--- config.mk ---
export PLATFORM = sky130hd
export DESIGN_NAME = ram_bist_flat
export DESIGN_NICKNAME = d
export VERILOG_FILES = /design/src/rtl/ram_bist_if.sv /design/src/rtl/ram_bist.sv /design/src/flat_wrapper.sv
export SDC_FILE = /design/constraint.sdc
export NUM_CORES = 1
export LEC_CHECK = 0
export BUFFER_PORTS_ARGS = -buffer_cell sky130_fd_sc_hd__buf_2
export CORE_UTILIZATION = 49
export CTS_CLUSTER_DIAMETER = 30
export DETAILED_ROUTE_END_ITERATION = 7
export PLACE_DENSITY_LB_ADDON = 0.25
export RECOVER_POWER = 25
export SLEW_MARGIN = 20
export SYNTH_ARGS = -nofsm -noshare
export SYNTH_HDL_FRONTEND = slang
export SYNTH_SLANG_ARGS = --single-unit
--- constraint.sdc ---
create_clock -name clk -period 2.47 [get_ports clk]
set_input_delay 0.1235 -clock clk [delete_from_list [all_inputs] [get_ports clk]]
set_output_delay 0.1235 -clock clk [all_outputs]
set_load 0.05 [all_outputs]
--- src/rtl/ram_bist_if.sv ---
// Bundle between the RAM BIST initiator and its surroundings: test control,
// result reporting and the drive/return lines of the RAM port.
interface ram_bist_if #(
   parameter int ADDR_W = 8,
   parameter int DATA_W = 8
) ();
   logic              start;
   logic              busy;
   logic              done;
   logic              pass;
   logic [ADDR_W-1:0] fail_addr;
   logic [DATA_W-1:0] fail_data;
   logic [ADDR_W-1:0] ram_address;
   logic              ram_write_en;
   logic [DATA_W-1:0] ram_data_in;
   logic [DATA_W-1:0] ram_data_out;

   modport master (
      input  start, ram_data_out,
      output busy, done, pass, fail_addr, fail_data, ram_address, ram_write_en, ram_data_in
   );

   modport slave (
      output start, ram_data_out,
      input  busy, done, pass, fail_addr, fail_data, ram_address, ram_write_en, ram_data_in
   );
endinterface

--- src/rtl/ram_bist.sv ---
// March-test BIST initiator for a single-port synchronous RAM:
// up-write PATTERN, up read/compare/write ~PATTERN, down read/compare ~PATTERN.
module ram_bist #(
   parameter int              ADDR_W  = 8,
   parameter int              DATA_W  = 8,
   parameter logic [DATA_W-1:0] PATTERN = 8'h55
) (
   input  logic        clk,
   input  logic        reset,
   ram_bist_if.master  bist
);

   localparam logic [2:0] StIdle    = 3'd0;
   localparam logic [2:0] StWUp     = 3'd1;
   localparam logic [2:0] StRwUpRd  = 3'd2;
   localparam logic [2:0] StRwUpCmp = 3'd3;
   localparam logic [2:0] StRDnRd   = 3'd4;
   localparam logic [2:0] StRDnCmp  = 3'd5;
   localparam logic [2:0] StDone    = 3'd6;

   localparam logic [ADDR_W-1:0] AddrMax = {ADDR_W{1'b1}};

   logic [2:0]        r_state;
   logic [ADDR_W-1:0] r_addr;
   logic              r_we;
   logic [DATA_W-1:0] r_din;
   logic              r_busy;
   logic              r_done;
   logic              r_pass;
   logic [ADDR_W-1:0] r_fail_addr;
   logic [DATA_W-1:0] r_fail_data;

   logic [2:0]        w_state_d;
   logic [ADDR_W-1:0] w_addr_d;
   logic              w_we_d;
   logic [DATA_W-1:0] w_din_d;
   logic              w_busy_d;
   logic              w_done_d;
   logic              w_pass_d;
   logic [ADDR_W-1:0] w_fail_addr_d;
   logic [DATA_W-1:0] w_fail_data_d;
   logic [DATA_W-1:0] w_expect;
   logic              w_match;

   assign w_expect = (r_state == StRwUpCmp) ? PATTERN : ~PATTERN;
   assign w_match  = (bist.ram_data_out == w_expect);

   always_comb begin
      w_state_d     = r_state;
      w_addr_d      = r_addr;
      w_we_d        = 1'b0;
      w_din_d       = '0;
      w_busy_d      = r_busy;
      w_done_d      = 1'b0;
      w_pass_d      = r_pass;
      w_fail_addr_d = r_fail_addr;
      w_fail_data_d = r_fail_data;
      case (r_state)
         StIdle: begin
            w_addr_d = '0;
            if (bist.start) begin
               w_state_d     = StWUp;
               w_we_d        = 1'b1;
               w_din_d       = PATTERN;
               w_busy_d      = 1'b1;
               w_pass_d      = 1'b0;
               w_fail_addr_d = '0;
               w_fail_data_d = '0;
            end
         end
         StWUp: begin
            if (r_addr == AddrMax) begin
               w_state_d = StRwUpRd;
               w_addr_d  = '0;
            end else begin
               w_addr_d = r_addr + ADDR_W'(1);
               w_we_d   = 1'b1;
               w_din_d  = PATTERN;
            end
         end
         StRwUpRd: begin
            // Write enable is armed here and gated by the compare result in the next cycle.
            w_state_d = StRwUpCmp;
            w_we_d    = 1'b1;
            w_din_d   = ~PATTERN;
         end
         StRwUpCmp: begin
            if (!w_match) begin
               w_state_d     = StDone;
               w_addr_d      = '0;
               w_done_d      = 1'b1;
               w_fail_addr_d = r_addr;
               w_fail_data_d = bist.ram_data_out;
            end else if (r_addr == AddrMax) begin
               w_state_d = StRDnRd;
               w_addr_d  = AddrMax;
            end else begin
               w_state_d = StRwUpRd;
               w_addr_d  = r_addr + ADDR_W'(1);
            end
         end
         StRDnRd: begin
            w_state_d = StRDnCmp;
         end
         StRDnCmp: begin
            if (!w_match) begin
               w_state_d     = StDone;
               w_addr_d      = '0;
               w_done_d      = 1'b1;
               w_fail_addr_d = r_addr;
               w_fail_data_d = bist.ram_data_out;
            end else if (r_addr == '0) begin
               w_state_d = StDone;
               w_done_d  = 1'b1;
               w_pass_d  = 1'b1;
            end else begin
               w_state_d = StRDnRd;
               w_addr_d  = r_addr - ADDR_W'(1);
            end
         end
         StDone: begin
            w_state_d = StIdle;
            w_addr_d  = '0;
            w_busy_d  = 1'b0;
         end
         default: begin
            w_state_d = StIdle;
            w_addr_d  = '0;
            w_busy_d  = 1'b0;
         end
      endcase
   end

   always_ff @(posedge clk or posedge reset) begin
      if (reset) begin
         r_state     <= StIdle;
         r_addr      <= '0;
         r_we        <= 1'b0;
         r_din       <= '0;
         r_busy      <= 1'b0;
         r_done      <= 1'b0;
         r_pass      <= 1'b0;
         r_fail_addr <= '0;
         r_fail_data <= '0;
      end else begin
         r_state     <= w_state_d;
         r_addr      <= w_addr_d;
         r_we        <= w_we_d;
         r_din       <= w_din_d;
         r_busy      <= w_busy_d;
         r_done      <= w_done_d;
         r_pass      <= w_pass_d;
         r_fail_addr <= w_fail_addr_d;
         r_fail_data <= w_fail_data_d;
      end
   end

   assign bist.ram_address  = r_addr;
   assign bist.ram_data_in  = r_din;
   // A mismatching compare suppresses the write-back of ~PATTERN.
   assign bist.ram_write_en = r_we & ((r_state != StRwUpCmp) | w_match);
   assign bist.busy         = r_busy;
   assign bist.done         = r_done;
   assign bist.pass         = r_pass;
   assign bist.fail_addr    = r_fail_addr;
   assign bist.fail_data    = r_fail_data;

endmodule

--- src/flat_wrapper.sv ---
// flat-port wrapper written by rule: the top's interface ports become plain ports
module ram_bist_flat 
#(
   parameter int              ADDR_W  = 8,
   parameter int              DATA_W  = 8,
   parameter logic [DATA_W-1:0] PATTERN = 8'h55
)
  (clk, reset, bist_start, bist_ram_data_out, bist_busy, bist_done, bist_pass, bist_fail_addr, bist_fail_data, bist_ram_address, bist_ram_write_en, bist_ram_data_in);
  ram_bist_if #(.ADDR_W(ADDR_W), .DATA_W(DATA_W)) bist_i ();
  input  logic clk;
  input  logic reset;
  input wire logic [$bits(bist_i.start)-1:0] bist_start;
  input wire logic [$bits(bist_i.ram_data_out)-1:0] bist_ram_data_out;
  output wire logic [$bits(bist_i.busy)-1:0] bist_busy;
  output wire logic [$bits(bist_i.done)-1:0] bist_done;
  output wire logic [$bits(bist_i.pass)-1:0] bist_pass;
  output wire logic [$bits(bist_i.fail_addr)-1:0] bist_fail_addr;
  output wire logic [$bits(bist_i.fail_data)-1:0] bist_fail_data;
  output wire logic [$bits(bist_i.ram_address)-1:0] bist_ram_address;
  output wire logic [$bits(bist_i.ram_write_en)-1:0] bist_ram_write_en;
  output wire logic [$bits(bist_i.ram_data_in)-1:0] bist_ram_data_in;
  assign bist_i.start = bist_start;
  assign bist_i.ram_data_out = bist_ram_data_out;
  assign bist_busy = bist_i.busy;
  assign bist_done = bist_i.done;
  assign bist_pass = bist_i.pass;
  assign bist_fail_addr = bist_i.fail_addr;
  assign bist_fail_data = bist_i.fail_data;
  assign bist_ram_address = bist_i.ram_address;
  assign bist_ram_write_en = bist_i.ram_write_en;
  assign bist_ram_data_in = bist_i.ram_data_in;
  ram_bist #(.ADDR_W(ADDR_W), .DATA_W(DATA_W), .PATTERN(PATTERN)) u_core (.clk(clk), .reset(reset), .bist(bist_i));
endmodule
==> key figures <==
Final layout
  – Fin nets: 283
  – Finished Layout Cells: 318
  – N_diodes: 0
  – Share of post-route cells with drive strength above 1: 24.1%
  – Area grow syn2layout: 17.8%
  – Post-layout util: 62.5%

Route
  – Final ANT Viol Nets: 0
  – DR WL/cell: 15.5 um
  – First drt pass iteration count: 4
  – Via count: 1857
  – DRT iter0 DRCs: 177
  – Drt drc: 0
  – Via density: 5.84
  – WL final: 4920 um

STA
  – RSZ-0062 raised after global routing: no
  – Final setup vio count: 0
  – Fin. max-slew vios: 0
  – Tcrit/Tclk final: 85.3%
  – Normalized max-slew margin: 58.8%
  – Fmax: 475 MHz
  – Worst Max-Slew Pin Slew: 0.617 ns
  – Hold Violations, Final: 0
  – Fin Setup TNS: 0 ns
  – Min Tclk post-route: 2.11 ns
  – Clk_skew: 0.00529 ns

GRT
  – Global-route wire length before repair: 8340 um
  – Vias in the first global route: 1755
  – Initial antenna violation count: 0
  – Gr ovfl total: 0
  – Tot GR Track Use: 25.4%
  – Pin count of the biggest net entering global routing: 33

Power
  – Max IR drop VDD: 0.000834 V
  – Pwr/cell area: 1210 nW/um^2
  – P_leak: 0.00109 uW

Synth
  – Number of synthesized register bits: 33
  – Mapped cell area: 2010 sq um
  – Library cells used by synthesis: 55
  – Number of flops mapped to enable cells by yosys: 0
  – Ranking of synthesized cells by area: dfrtp_1, nand3_1, o21ai_1
  – Cells after Synth: 225
  – Prevailing post-synth register cell: dfrtp_1
  – Synthesized Nets: 239
  – Cell taking the most area after synthesis: dfrtp_1
  – Synth top area share: 41.0%
  – Seq/Total Area, Yosys: 41.0%
  – Ys async rst share: 100%
  – Count leader, synth: dfrtp_1
  – Ys Warns: 0
  – Commonest cells in the netlist: dfrtp_1, nand3_1, o21ai_1, inv_1, nand2_1
  – Syn_area_per_cell: 8.95 sq um

Job
  – Max Cap Viol: 0

Clock network
  – Skew-Pair Late Insertion Delay: 0.29 ns
  – CTS Root Cell: clkbuf_8
  – Post-CTS Setup Bufs: 0
  – Clk sinks: 33
  – PostCTS Resize Cnt: 0
  – H-tree depth: 2
  – Cts bufs inserted: 5
  – Clock Path Buffers: 2
  – CTS Hold Bufs: 1
  – CTS tree: done
  – Clock transition at path regs: 0.07 ns

Die
  – I/O Pins: 47
  – Starting density of the core: 53.0%
  – Die Y: 66.1 um
  – Die Area: 4370 sq um
  – Rows: 22
  – Horiz. Die Dim: 66.1 um
  – Core ar.: 3800 sq um

Setup path
  – Worst Setup Path Type: reg -> reg
  – Startpoint Class: flip-flop
  – Worst Path Required: 2.64 ns
  – Crit-path cells: nand3b_1, or3_1, o311a_4, a32o_1
  – Worst EP arrival: 2.28 ns
  – CP max stage delay: 0.50 ns
  – CP endpoint kind: flip-flop
  – Critical-path top delay cell: dfrtp_1
  – CP max FO: 12

Place
  – Final HPWL DP: 3510 um
  – Final GP Congestion: 0.884
  – IO buf count: 46
  – Dpl cells: 309

Min path
  – Worst Hold Class: in -> reg

Run status
  – Outcome: finished, final reports clean
-- worst paths after layout --
path | start | depth (start not counted) | to | slack [ns]
max in group asynchronous | reset | 4 | u_core.bist.ram_address[5]$_DFFE_PP0P_ | 1.34
worst min register to register | u_core.r_state[0]$_DFFE_PP0P_ | 1 | u_core.bist.ram_data_in[5]$_DFF_PP0_ | 0.49
worst max-delay path | u_core.r_state[1]$_DFFE_PP0P_ | 4 | u_core.bist.ram_address[0]$_DFFE_PP0P_ | 0.36
min in group asynchronous | reset | 3 | u_core.bist.pass$_DFFE_PP0P_ | 0.46
worst max register to register | u_core.r_state[1]$_DFFE_PP0P_ | 4 | u_core.bist.ram_address[0]$_DFFE_PP0P_ | 0.36
worst min-delay path | bist_ram_data_out[4] | 3 | u_core.bist.fail_data[4]$_DFFE_PP0P_ | 0.08
-- worst max-delay path: cells and delay by family, from the launching register on --
family | cells | cell delay [ns]
AOI/OAI and AO/OA | 2 | 0.68
and+or+nand+nor | 2 | 0.82
DFF | 1 | 0.50
-- where the power goes --
group | internal, uW | total [uW] | switching (uW)
clock network | 252 | 448 | 197
registers | 677 | 782 | 105
logic | 442 | 1640 | 1200
total | 1370 | 2870 | 1500
-- per-layer routing --
layer | track usage (%) | wire (um) | vias to the layer above
met5 | 0 | 0 | -
met3 | 3.79 | 298 | 7
met4 | 9.57 | 74 | 0
li1 | - | - | 900
met2 | 39.9 | 2310 | 69
met1 | 35.1 | 2240 | 881
-- through the flow --
stage                     setup WS (ns)  hold WS (ns)  cell area [sq um]  power, uW
after floorplan                   0.250         0.251               2010       2120
after global placement            0.466         0.230               2270       2410
after detailed placement          0.417         0.228               2270       2430
after CTS                         0.399        0.0814               2390       2880
after global routing              0.263         0.102               2370       3060
final                             0.363        0.0833               2370       2870
-- sequential cells by signal, indices dropped and copies added (netlist names) --
name / cells
u_core.r_we: 1
u_core.bist.ram_address: 8
u_core.bist.fail_data: 8
u_core.bist.done: 1
u_core.bist.ram_data_in: 2
u_core.bist.pass: 1
u_core.bist.busy: 1
u_core.bist.fail_addr: 8
u_core.r_state: 3
-- layout make-up --
type | instances | area (sq um)
fillers | 347 | 1430
repair buffers | 57 | 303
flip-flops and latches | 33 | 826
well taps | 48 | 60.1
inverters | 22 | 82.6
clock inverters | 1 | 5.00
multi-input cells | 150 | 1000
clock buffers | 7 | 96.3
-- layout by cell type (no fill, tap or decap), drive strengths merged, types with 2 or more instances in the layout --
master	count
a21boi	3
clkbuf	17
nor2	8
o22ai	2
a22o	2
o211ai	4
inv	22
or4	2
a221o	2
or2	2
buf	46
ha	3
and3	2
and2	2
nor4bb	2
nor3	8
or3	4
nand4bb	3
nand3b	3
nand3	23
dfrtp	33
o21ai	27
nand2b	2
nand2	15
a32o	2
o31ai	2
a21oi	7
-- cells by family (layout without fill, tap and decap cells) --
family	Yosys count	in the layout	synth area share, %
flops	33	33	41.0
buf+inv	42	87	9.88
compound gates	64	64	22.8
xor+xnor	2	2	0.870
simple gates	81	81	23.6
fa+ha+maj	3	3	1.86
Note: power is estimated with default switching activity, not from simulation.
